--- src/rtl/uart_frame_parser.sv ---
// Frame parser behind a UART receiver: HEADER, CMD, LEN, LEN payload bytes, checksum.
// Streams the payload, reports frame OK/error, and pulses the receiver's ready-clear.
module uart_frame_parser #(
    parameter logic [7:0] HEADER      = 8'hAA,
    parameter int         MAX_LEN     = 16,
    parameter int         TIMEOUT_CYC = 50000
) (
    input  logic       clk_50m,
    input  logic       rst_n,
    input  logic [7:0] rx_data,
    input  logic       rx_rdy,
    output logic       rx_rdy_clr,
    output logic [7:0] cmd,
    output logic [7:0] pl_data,
    output logic       pl_valid,
    output logic [7:0] pl_index,
    output logic       frame_ok,
    output logic       frame_err,
    output logic [1:0] err_code
);
    localparam logic [7:0]  MAX_LEN_B = 8'(MAX_LEN);
    localparam logic [15:0] TMO_LAST  = 16'(TIMEOUT_CYC - 1);

    typedef enum logic [2:0] {S_IDLE, S_CMD, S_LEN, S_PAY, S_CHK} state_t;

    state_t      state_q;
    logic        rx_rdy_prev_q;
    logic        rx_rdy_clr_q;
    logic [7:0]  cmd_q;
    logic [7:0]  pl_data_q;
    logic        pl_valid_q;
    logic [7:0]  pl_index_q;
    logic        frame_ok_q;
    logic        frame_err_q;
    logic [1:0]  err_code_q;
    logic [7:0]  sum_q;
    logic [7:0]  cnt_q;
    logic [7:0]  idx_q;
    logic [15:0] tmo_q;

    logic       byte_acc;
    logic       tmo_hit;
    logic [7:0] sum_nx;
    logic [7:0] idx_nx;

    // The receiver's flag is sticky, so only its rising edge marks a new byte.
    assign byte_acc = rx_rdy && !rx_rdy_prev_q;
    assign tmo_hit  = (state_q != S_IDLE) && (tmo_q == TMO_LAST);
    assign sum_nx   = sum_q + rx_data;
    assign idx_nx   = idx_q + 8'd1;

    always_ff @(posedge clk_50m) begin
        if (!rst_n) begin
            state_q       <= S_IDLE;
            rx_rdy_prev_q <= 1'b0;
            rx_rdy_clr_q  <= 1'b0;
            cmd_q         <= 8'd0;
            pl_data_q     <= 8'd0;
            pl_valid_q    <= 1'b0;
            pl_index_q    <= 8'd0;
            frame_ok_q    <= 1'b0;
            frame_err_q   <= 1'b0;
            err_code_q    <= 2'b00;
            sum_q         <= 8'd0;
            cnt_q         <= 8'd0;
            idx_q         <= 8'd0;
            tmo_q         <= 16'd0;
        end else begin
            rx_rdy_prev_q <= rx_rdy;
            rx_rdy_clr_q  <= byte_acc;
            pl_valid_q    <= 1'b0;
            frame_ok_q    <= 1'b0;
            frame_err_q   <= 1'b0;
            if (byte_acc || state_q == S_IDLE) begin
                tmo_q <= 16'd0;
            end else begin
                tmo_q <= tmo_q + 16'd1;
            end

            if (byte_acc) begin
                case (state_q)
                    S_IDLE: begin
                        if (rx_data == HEADER) state_q <= S_CMD;
                    end
                    S_CMD: begin
                        cmd_q   <= rx_data;
                        sum_q   <= rx_data;
                        state_q <= S_LEN;
                    end
                    S_LEN: begin
                        if (rx_data > MAX_LEN_B) begin
                            frame_err_q <= 1'b1;
                            err_code_q  <= 2'b01;
                            state_q     <= S_IDLE;
                        end else begin
                            sum_q   <= sum_nx;
                            cnt_q   <= rx_data;
                            idx_q   <= 8'd0;
                            state_q <= (rx_data == 8'd0) ? S_CHK : S_PAY;
                        end
                    end
                    S_PAY: begin
                        pl_data_q  <= rx_data;
                        pl_index_q <= idx_q;
                        pl_valid_q <= 1'b1;
                        sum_q      <= sum_nx;
                        idx_q      <= idx_nx;
                        if (idx_nx == cnt_q) state_q <= S_CHK;
                    end
                    S_CHK: begin
                        if (rx_data == sum_q) begin
                            frame_ok_q <= 1'b1;
                        end else begin
                            frame_err_q <= 1'b1;
                            err_code_q  <= 2'b10;
                        end
                        state_q <= S_IDLE;
                    end
                    default: state_q <= S_IDLE;
                endcase
            end else if (tmo_hit) begin
                frame_err_q <= 1'b1;
                err_code_q  <= 2'b11;
                state_q     <= S_IDLE;
                tmo_q       <= 16'd0;
            end
        end
    end

    assign rx_rdy_clr = rx_rdy_clr_q;
    assign cmd        = cmd_q;
    assign pl_data    = pl_data_q;
    assign pl_valid   = pl_valid_q;
    assign pl_index   = pl_index_q;
    assign frame_ok   = frame_ok_q;
    assign frame_err  = frame_err_q;
    assign err_code   = err_code_q;
endmodule

--- config.mk ---
export PLATFORM = sky130hd
export DESIGN_NAME = uart_frame_parser
export DESIGN_NICKNAME = d
export VERILOG_FILES = /design/src/rtl/uart_frame_parser.sv
export SDC_FILE = /design/constraint.sdc
export NUM_CORES = 1
export LEC_CHECK = 0
export ABC_AREA = 1
export ABC_CLOCK_PERIOD_IN_PS = 2000
export BUFFER_PORTS_ARGS = -buffer_cell sky130_fd_sc_hd__clkbuf_2
export CORE_MARGIN = 2
export CORE_UTILIZATION = 40
export DETAILED_ROUTE_END_ITERATION = 12
export GPL_TIMING_DRIVEN = 0
export PLACE_DENSITY = 0.56
export SLEW_MARGIN = 20
export SYNTH_ARGS = -nofsm -noshare
export SYNTH_HDL_FRONTEND = slang
export SYNTH_SLANG_ARGS = --single-unit
--- constraint.sdc ---
create_clock -name clk_50m -period 2 [get_ports clk_50m]
set_clock_uncertainty 0.05 [all_clocks]
set_input_delay 0.4 -clock clk_50m [delete_from_list [all_inputs] [get_ports clk_50m]]
set_output_delay 0.4 -clock clk_50m [all_outputs]
set_load 0.01 [all_outputs]
==> results of run 1 <==
## layer usage
| layer | wire (um) | vias to the layer above |
|---|---|---|
| li1 | - | 1698 |
| met1 | 4120 | 1496 |
| met5 | 0 | - |
| met2 | 4180 | 79 |
| met3 | 435 | 14 |
| met4 | 135 | 0 |
## placed cells by master, fill, tap and decap left out, types with 9 or more instances in the layout
master | Yosys | layout
dfxtp_1 | 74 | 72
o21ai_1 | 9 | 9
clkbuf_8 | 0 | 11
inv_2 | 9 | 9
a21oi_1 | 38 | 38
nor3_1 | 13 | 13
o21ai_0 | 35 | 35
clkbuf_2 | 0 | 39
nand3_1 | 38 | 38
nand2_1 | 68 | 67
nor2_1 | 60 | 60
inv_1 | 47 | 47
## kinds of logic (layout without fill, tap and decap cells)
group,after synthesis,after routing
DFF,74,74
adders and majority gates,10,10
buffers and inverters,69,126
AOI/OAI and AO/OA,99,99
xor gates and xnor gates,13,13
and+or+nand+nor,215,215
## registers in the layout, summed over array words and instances, names as in the netlist
| name | flops |
|---|---|
| frame_ok | 1 |
| pl_index | 8 |
| cnt_q | 8 |
| sum_q | 8 |
| idx_q | 8 |
| rx_rdy_prev_q | 1 |
| tmo_q | 16 |
| pl_data | 8 |
| rx_rdy_clr | 1 |
| state_q | 3 |
| pl_valid | 1 |
| frame_err | 1 |
| err_code | 2 |
| cmd | 8 |
## final cells by class
| cell class | count | area (um^2) | share of cell area |
|---|---|---|---|
| Multi-Input combinational cell | 337 | 1870 | 0.444 |
| Sequential cell | 74 | 1480 | 0.353 |
| Inverter | 57 | 219 | 0.0521 |
| Timing Repair Buffer | 41 | 210 | 0.0500 |
| Clock buffer | 12 | 155 | 0.0369 |
| Tap cell | 108 | 135 | 0.0321 |
| Clock inverter | 4 | 73.8 | 0.0176 |
| Buffer | 12 | 61.3 | 0.0146 |
## report_power, final
| group | internal [uW] | switching [uW] |
|---|---|---|
| Sequential | 1550 | 60.6 |
| Combinational | 236 | 435 |
| Clock | 772 | 553 |
| Total | 2560 | 1050 |
## timing repair
item                                   4_1_cts  5_1_grt
gates resized for setup                      0        8
hold buffers                                 0        0
setup endpoints to repair                    0       14
setup buffers                                0        2
endpoints found under the hold margin        0        0
## worst reg2reg max path, cell delays in order, from the launching register on
cell	delay, ps
dfxtp_2	330
ha_2	170
inv_1	50
fa_2	350
nand3b_1	160
nand2_1	100
nand2_1	60
nand2_1	80
a21oi_1	80
and2_1	140
o21ai_1	120
a21oi_1	70
## final timing paths
| check | slack [ps] | depth (start not counted) | end | start |
|---|---|---|---|---|
| max reg2reg | 110 | 11 | sum_q[6]$_SDFFE_PN0P_ | sum_q[0]$_SDFFE_PN0P_ |
| min reg2reg | 410 | 1 | tmo_q[0]$_SDFF_PN0_ | tmo_q[0]$_SDFF_PN0_ |
| max | 110 | 11 | sum_q[6]$_SDFFE_PN0P_ | sum_q[0]$_SDFFE_PN0P_ |
| min | 230 | 3 | rx_rdy_prev_q$_SDFF_PN0_ | rx_rdy |
## per-stage QoR
step	utilization	instance area (um^2)	total power (uW)	instances	setup TNS, ps
floorplan	-	3600	2110	480	0
global route	0.482	4210	3820	645	0
detailed placement	0.451	3930	2280	627	-461
finish	0.482	4210	3600	645	0
CTS	0.477	4160	3620	643	0
global placement	0.451	3930	2270	627	-446
==> impl_metrics.py, run 1 <==
metrics = {
    "sta": {
        "layout_setup_ws_ps": 112,
        "min_period_over_period": 0.944,
        "finalHoldViolCount": 0,
        "maxSlewViolCount": 0,
        "setup_viol": 0,
        "slew_headroom": 0.564,
        "rsz0062_at_grt": "no",
        "worst_pin_slew_ps": 653,
        "hold_slack_ps": 230,
        "min_period_ps": 1890,
        "fmax_mhz": 530,
    },
    "job": {
        "maxCapViolations": 0,
    },
    "yosys": {
        "synth_edf_count": 0,
        "synth_common_cells": "dfxtp_1 (74), nand2_1 (68), nor2_1 (60)",
        "synthAdderAreaFrac": 0.0368,
        "synthFlopType": "dfxtp_1",
        "synthCells": 480,
        "synthXorXnorAreaFrac": 0.0316,
        "synth_top_area_cell": "dfxtp_1",
        "synth_cell_types": 40,
        "yosys.area_share.simple": 0.287,
        "synthTopCellsByArea": "dfxtp_1 (41%), nand2_1 (7.1%), nor2_1 (6.3%), a21oi_1 (5.3%), nand3_1 (5.3%)",
        "synth_top_family_by_area": "simple AND/OR/NAND/NOR gates",
        "muxShareOfSynthArea": 0,
        "ys_ff_latch": 74,
        "yosysMostFrequentCell": "dfxtp_1",
        "postSynthAreaPerCell_um2": 7.50,
        "synth_compound_area_frac": 0.155,
        "synth.top_cell.area_share": 0.412,
        "yosys_warnings": 0,
        "seq_area_frac_synth": 0.412,
        "synthArstFlopShare": 0,
        "synth_fp_nets": 501,
        "synth_area_um2": 3600,
    },
    "clocking": {
        "clk_latency_ps": 350,
        "htreeDepth": 3,
        "cts_buffers": 9,
        "clk_pin_slew_worst_paths_ps": 80,
        "clockBufferDepth": 2,
        "cts.sinks": 74,
        "cts_tree": "built",
        "cts_root_buf": "clkbuf_8",
    },
    "power_and_ir_drop": {
        "p_leak_uw": 0.00175,
        "powerDensity_nw_per_um2": 857,
        "ir_worst_vdd_uv": 321,
    },
    "finish": {
        "syn2layout_area_growth_pct": 16.8,
        "drive_gt1_frac": 0.205,
        "n_antenna_cell": 0,
        "n_fill_cell": 887,
        "nNetsFinal": 553,
    },
    "status": {
        "status": "finished, final reports clean",
    },
    "floorplanning": {
        "die_area_um2": 9770,
        "start_util": 0.413,
        "coreArea_um2": 8720,
        "die-height_um": 98.9,
        "io_pins": 41,
        "rows": 34,
        "die_width_um": 98.9,
    },
    "place": {
        "hpwl_mm": 6.56,
        "place_congestion": 0.898,
        "post-place-ws_ps": -244,
        "port_buffers": 39,
    },
    "worst_setup_path": {
        "cp_max_fo": 2,
        "cp_common_cell": "nand2_1",
        "required_ps": 2150,
        "endpoint_kind": "flip-flop",
        "worstPathCellList": "ha_2, inv_1, fa_2, nand3b_1, nand2_1, nand2_1, nand2_1, a21oi_1, and2_1, o21ai_1, a21oi_1",
        "slowest_delay_ps": 350,
        "path_class": "flip-flop to flip-flop",
        "critical-path-slowest-cell": "fa_2",
        "crit_family": "simple AND/OR/NAND/NOR gates",
        "cp.buffers_inverters": 1,
        "critPathArrivalTime_ps": 2030,
        "start_kind": "flip-flop",
    },
    "global_route": {
        "grt_pass1_vias": 3032,
        "grt_pass1_wl_mm": 14.7,
        "use_met1": 0.244,
        "grt_use_met2": 0.310,
        "grt_overflow": 0,
        "grt_max_degree": 13,
        "grt_use_met3": 0.0560,
        "antenna_found_initial": 0,
        "top_usage_layer": "met2",
        "grtUsageTotal": 0.191,
    },
    "detailed_routing": {
        "avgViaCountPerCell": 5.10,
        "via_count": 3287,
        "antenna_left": 0,
        "drt-total-wl_mm": 8.87,
        "avgRoutedWirePerCell_um": 13.8,
        "drcViolationCount": 0,
        "dr.pass1.iters": 5,
        "dr.first_iter.drc_count": 191,
    },
    "worst_hold_path": {
        "hp-class": "input pin to flip-flop",
    },
}
(Power assumes the default switching activity.)
==> inputs of run 2 (changes only) <==
--- a/config.mk
+++ b/config.mk
@@ -12,6 +12,7 @@
 export CORE_UTILIZATION = 40
 export DETAILED_ROUTE_END_ITERATION = 12
 export GPL_TIMING_DRIVEN = 0
+export MAX_ROUTING_LAYER = met4
 export PLACE_DENSITY = 0.56
 export SLEW_MARGIN = 20
 export SYNTH_ARGS = -nofsm -noshare
==> run 2 against run 1 <==
First-iteration DRC count up 4.7%. Die area unchanged. Sequential share of layout area unchanged. Clock-buffer cell count unchanged. Sequential cell count unchanged. Design area unchanged. Final cell count unchanged. Utilization unchanged. Fmax down 0.32%. Global-route usage up 0.46 points. Wire length down 0.41%. Largest power group unchanged. Highest routed layer unchanged.
==> impl_metrics.py, run 2 (synthesis results as in run 1) <==
metrics = {
    "status": {
        "status": "finished, final reports clean",
    },
    "worst_hold_path": {
        "hp-class": "input pin to flip-flop",
    },
    "finish": {
        "n_fill_cell": 887,
        "largest_reg_flops": 16,
        "syn2layout_area_growth_pct": 16.8,
        "finalNonFillerCells": 645,
        "n_antenna_cell": 0,
        "regMostFlops": "tmo_q",
        "drive_gt1_frac": 0.205,
        "final_common_cell": "dfxtp_1",
        "final_cell_mix": "dfxtp_1 (72), nand2_1 (67), nor2_1 (60), inv_1 (47), clkbuf_2 (39)",
        "nNetsFinal": 553,
    },
    "place": {
        "post-place-ws_ps": -244,
        "port_buffers": 39,
        "place_congestion": 0.914,
        "hpwl_mm": 6.56,
        "dp.cells": 627,
    },
    "worst_setup_path": {
        "crit_family": "simple AND/OR/NAND/NOR gates",
        "required_ps": 2150,
        "cp_max_fo": 2,
        "critical-path-slowest-cell": "fa_2",
        "worstPathCellList": "ha_2, inv_1, fa_2, nand3b_1, nand2_1, nand2_1, nand2_1, a21oi_1, and2_1, o21ai_1, a21oi_1",
        "slowest_delay_ps": 350,
        "crit_path_end": "sum_q[6]$_SDFFE_PN0P_",
        "worstSetupStartpoint": "sum_q[0]$_SDFFE_PN0P_",
        "endpoint_kind": "flip-flop",
        "rr_startpoint": "sum_q[0]$_SDFFE_PN0P_",
        "reg2reg_to": "sum_q[6]$_SDFFE_PN0P_",
        "critPathArrivalTime_ps": 2040,
        "path_class": "flip-flop to flip-flop",
        "crit_cells": 11,
        "cp_common_cell": "nand2_1",
        "cp.buffers_inverters": 1,
        "rr_worst_depth": 11,
        "start_kind": "flip-flop",
        "r2r_slack_ps": 110,
    },
    "power_and_ir_drop": {
        "ir_worst_vdd_uv": 321,
        "p_leak_uw": 0.00175,
        "powerDensity_nw_per_um2": 857,
    },
    "floorplanning": {
        "die-height_um": 98.9,
        "io_pins": 41,
        "die_width_um": 98.9,
        "die_area_um2": 9770,
        "coreArea_um2": 8720,
        "rows": 34,
        "start_util": 0.413,
    },
    "sta": {
        "finalHoldViolCount": 0,
        "min_period_over_period": 0.947,
        "slew_headroom": 0.581,
        "fin_setup_tns_ps": 0,
        "worst_pin_slew_ps": 628,
        "layout_setup_ws_ps": 106,
        "min_period_ps": 1890,
        "setup_viol": 0,
        "maxSlewViolCount": 0,
        "rsz0062_at_grt": "no",
        "fmax_mhz": 528,
    },
    "clocking": {
        "cts_buffers": 9,
        "clk_latency_ps": 350,
        "htreeDepth": 3,
        "cts.sinks": 74,
        "clk_pin_slew_worst_paths_ps": 80,
        "cts_root_buf": "clkbuf_8",
        "clockBufferDepth": 2,
        "cts_tree": "built",
    },
    "detailed_routing": {
        "dr.pass1.iters": 5,
        "antenna_left": 0,
        "dr.first_iter.drc_count": 200,
        "drcViolationCount": 0,
        "via_count": 3252,
        "avgViaCountPerCell": 5.04,
        "avgRoutedWirePerCell_um": 13.7,
        "drt-total-wl_mm": 8.83,
    },
    "job": {
        "maxCapViolations": 0,
    },
    "global_route": {
        "grt_pass1_vias": 3030,
        "grt_max_degree": 13,
        "grt_pass1_wl_mm": 14.7,
        "grt_overflow": 0,
        "antenna_found_initial": 0,
        "grtUsageTotal": 0.196,
    },
}
-- run 2: cell counts in the layout (fill, tap and decap cells not counted) --
No cell type changed its count.
-- run 2: worst min-delay path by stage --
stage | end | depth (start not counted) | slack, ps | startpoint
6_report | rx_rdy_prev_q$_SDFF_PN0_ | 3 | 230 | rx_rdy
5_1_grt | rx_rdy_prev_q$_SDFF_PN0_ | 3 | 220 | rx_rdy
4_1_cts | rx_rdy_prev_q$_SDFF_PN0_ | 3 | 210 | rx_rdy
3_5_place_dp | tmo_q[0]$_SDFF_PN0_ | 1 | 400 | tmo_q[0]$_SDFF_PN0_
3_3_place_gp | tmo_q[0]$_SDFF_PN0_ | 1 | 400 | tmo_q[0]$_SDFF_PN0_
2_1_floorplan | tmo_q[0]$_SDFF_PN0_ | 1 | 380 | tmo_q[0]$_SDFF_PN0_
-- run 2: power breakdown --
part	internal [uW]	switching (uW)
clock network	772	554
logic	235	435
registers	1550	60.1
total	2560	1050
-- run 2: worst min-delay path, cell delays in order --
cell and delay (ps):
clkbuf_2 90, nand2_1 60, inv_1 40
-- run 2: final cells by class --
type / instances / area [um^2] / share of cell area
Buffer: 12 / 61.3 / 0.0146
Clock buffer: 12 / 155 / 0.0369
Clock inverter: 4 / 73.8 / 0.0176
Inverter: 57 / 219 / 0.0521
Multi-Input combinational cell: 337 / 1870 / 0.444
Sequential cell: 74 / 1480 / 0.353
Tap cell: 108 / 135 / 0.0321
Timing Repair Buffer: 41 / 210 / 0.0500
-- run 2: metal layers --
layer | vias to the layer above | part of all wire | wire length [um] | track usage
met2 | 56 | 0.48 | 4250 | 0.310
li1 | 1700 | - | - | -
met4 | 0 | 0.0096 | 85 | 0.0653
met3 | 8 | 0.041 | 361 | 0.0496
met5 | - | 0 | 0 | -
met1 | 1488 | 0.47 | 4130 | 0.244
-- run 2: what timing repair did --
action,4_1_cts,5_1_grt
hold buffers,0,0
setup endpoints to repair,0,14
resized for setup,0,8
setup buffers,0,2
-- run 2: metrics by stage --
step                power (uW)  hold slack, ps  cell area, um^2  utilization
global route              3820             219             4210        0.482
finish                    3600             231             4210        0.482
CTS                       3620             207             4160        0.477
global placement          2270             396             3930        0.451
floorplan                 2110             380             3600            -
detailed placement        2280             401             3930        0.451
==> inputs of run 3 (changes only) <==
--- a/config.mk
+++ b/config.mk
@@ -6,12 +6,11 @@
 export NUM_CORES = 1
 export LEC_CHECK = 0
 export ABC_AREA = 1
-export ABC_CLOCK_PERIOD_IN_PS = 2000
+export ABC_CLOCK_PERIOD_IN_PS = 2300
 export BUFFER_PORTS_ARGS = -buffer_cell sky130_fd_sc_hd__clkbuf_2
 export CORE_MARGIN = 2
 export CORE_UTILIZATION = 40
 export DETAILED_ROUTE_END_ITERATION = 12
-export GPL_TIMING_DRIVEN = 0
 export MAX_ROUTING_LAYER = met4
 export PLACE_DENSITY = 0.56
 export SLEW_MARGIN = 20
==> constraint.sdc (replaced) <==
create_clock -name clk_50m -period 2.3 [get_ports clk_50m]
set_clock_uncertainty 0.05 [all_clocks]
set_input_delay 0.46 -clock clk_50m [delete_from_list [all_inputs] [get_ports clk_50m]]
set_output_delay 0.46 -clock clk_50m [all_outputs]
set_load 0.01 [all_outputs]
==> run 3 against run 2 <==
Clock-buffer cell count decreased by 2. Clock power is 3% higher. Sequential share of layout area is 0.16 points lower. Setup slack improved by 270 ps. Combinational power decreased by 17%. Power fell by 7.9%. Critical path type unchanged. Critical endpoint unchanged. Largest cell class unchanged.
==> impl_metrics.py, run 3 (synthesis results as in run 1) <==
metrics = {
    "status": {
        "status": "finished, final reports clean",
    },
    "global_route": {
        "grt_pass1_vias": 3131,
        "use_met1": 0.231,
        "antenna_found_initial": 0,
        "grt_max_degree": 22,
        "top_usage_layer": "met2",
        "grt_use_met3": 0.0340,
        "grt_overflow": 0,
        "grtUsageTotal": 0.190,
        "grt_pass1_wl_mm": 14.6,
        "grt_use_met2": 0.321,
    },
    "detailed_routing": {
        "avgViaCountPerCell": 5.00,
        "dr.first_iter.drc_count": 90,
        "drt-total-wl_mm": 8.51,
        "antenna_left": 0,
        "drcViolationCount": 0,
        "dr.pass1.iters": 4,
        "via_count": 3203,
        "avgRoutedWirePerCell_um": 13.3,
    },
    "sta": {
        "min_period_ps": 1920,
        "worst_pin_slew_ps": 614,
        "fin_setup_tns_ps": 0,
        "finalHoldViolCount": 0,
        "fmax_mhz": 520,
        "layout_setup_ws_ps": 376,
        "hold_slack_ps": 283,
        "rsz0062_at_grt": "no",
        "min_period_over_period": 0.836,
        "setup_viol": 0,
        "maxSlewViolCount": 0,
        "slew_headroom": 0.589,
    },
    "power_and_ir_drop": {
        "p_sw_uw": 926,
        "powerDensity_nw_per_um2": 787,
        "clkPwrFrac": 0.412,
        "ir_worst_vdd_uv": 413,
        "swShare": 0.279,
        "seqPwrFrac": 0.422,
        "p_leak_uw": 0.00177,
        "power_frac_comb": 0.167,
        "intPower_uw": 2390,
    },
    "finish": {
        "n_fill_cell": 853,
        "n_antenna_cell": 0,
        "final_common_cell": "dfxtp_1",
        "regMostFlops": "tmo_q",
        "syn2layout_area_growth_pct": 17.2,
        "drive_gt1_frac": 0.199,
        "nNetsFinal": 549,
        "final_cell_mix": "dfxtp_1 (74), nand2_1 (68), nor2_1 (60), inv_1 (47), clkbuf_2 (40)",
        "largest_reg_flops": 16,
    },
    "worst_hold_path": {
        "holdPathEnd": "rx_rdy_prev_q$_SDFF_PN0_",
        "hp-class": "input pin to flip-flop",
        "hold_depth": 3,
        "hold_start": "rx_rdy",
    },
    "worst_setup_path": {
        "slowest_delay_ps": 400,
        "crit_family": "adder cells",
        "rr_worst_depth": 11,
        "cp_max_fo": 2,
        "endpoint_kind": "flip-flop",
        "cp_common_cell": "nand2_1",
        "path_class": "flip-flop to flip-flop",
        "reg2reg_to": "sum_q[6]$_SDFFE_PN0P_",
        "critical-path-slowest-cell": "fa_1",
        "rr_startpoint": "sum_q[0]$_SDFFE_PN0P_",
        "start_kind": "flip-flop",
        "cp.buffers_inverters": 1,
        "required_ps": 2470,
        "critPathArrivalTime_ps": 2100,
        "r2r_slack_ps": 380,
        "worstPathCellList": "ha_1, inv_1, fa_1, nand3b_1, nand2_1, nand2_1, nand2_1, a21oi_1, and2_1, o21ai_1, a21oi_1",
    },
    "clocking": {
        "htreeDepth": 3,
        "cts_setup_buffers": 0,
        "cts_tree": "built",
        "cts.sinks": 74,
        "cts_resized": 0,
        "cts_buffers": 9,
        "cts_hold_buf": 0,
        "cts_root_buf": "clkbuf_8",
        "clockBufferDepth": 2,
        "clk_pin_slew_worst_paths_ps": 80,
        "clk_latency_ps": 350,
    },
    "place": {
        "hpwl_mm": 6.37,
        "port_buffers": 40,
        "post-place-ws_ps": 131,
        "place_congestion": 0.949,
    },
    "floorplanning": {
        "start_util": 0.413,
        "io_pins": 41,
        "die_width_um": 98.9,
        "die_area_um2": 9770,
        "coreArea_um2": 8720,
        "die-height_um": 98.9,
        "rows": 34,
    },
    "job": {
        "maxCapViolations": 0,
    },
}
## run 3: stage by stage
step / cells / instance area [um^2] / total power [uW] / util
5_1_grt: 641 / 4220 / 3480 / 0.484
2_1_floorplan: 480 / 3600 / 1830 / -
3_3_place_gp: 625 / 3940 / 1980 / 0.452
3_5_place_dp: 625 / 3940 / 1980 / 0.452
4_1_cts: 641 / 4220 / 3360 / 0.484
6_report: 641 / 4220 / 3320 / 0.484
## run 3: worst max-delay path by stage
stage                            startpoint               endpoint  slack [ps]  depth (start not counted)
floorplan                        rx_data[0]  sum_q[6]$_SDFFE_PN0P_         390                         11
global placement                 rx_data[0]  sum_q[6]$_SDFFE_PN0P_         160                         12
detailed placement               rx_data[1]  sum_q[6]$_SDFFE_PN0P_         130                         11
CTS                 state_q[0]$_SDFFE_PN0P_    tmo_q[2]$_SDFF_PN0_         340                          7
global route            tmo_q[0]$_SDFF_PN0_    tmo_q[2]$_SDFF_PN0_         110                          8
finish                sum_q[0]$_SDFFE_PN0P_  sum_q[6]$_SDFFE_PN0P_         380                         11
## run 3: final cells by class
cell class / count / area, um^2 / share of cell area
clock buffer: 10 / 138 / 0.0326
clock inverter: 6 / 136 / 0.0323
inverter: 57 / 219 / 0.0519
multi-input combinational: 337 / 1840 / 0.436
sequential: 74 / 1480 / 0.351
tap: 108 / 135 / 0.0320
timing repair buffer: 49 / 268 / 0.0635
## run 3: routing by layer
layer  part of all wire  vias up
met5                  0        -
met4              0.013        0
met3              0.032       11
met2               0.49       55
met1               0.47     1454
li1                   -     1683
## run 3: power by group through the flow
| stage | Clock [uW] | Combinational [uW] | Sequential, uW |
|---|---|---|---|
| 2_1_floorplan | 0 | 404 | 1430 |
| 3_3_place_gp | 0 | 549 | 1430 |
| 3_5_place_dp | 0 | 555 | 1430 |
| 4_1_cts | 1400 | 557 | 1400 |
| 5_1_grt | 1450 | 623 | 1410 |
| 6_report | 1370 | 553 | 1400 |
## run 3: tightest hold or removal path, delay by kind of cell
kind	cells	cell delay [ps]
buffers and inverters	2	140
AND/OR/NAND/NOR	1	60
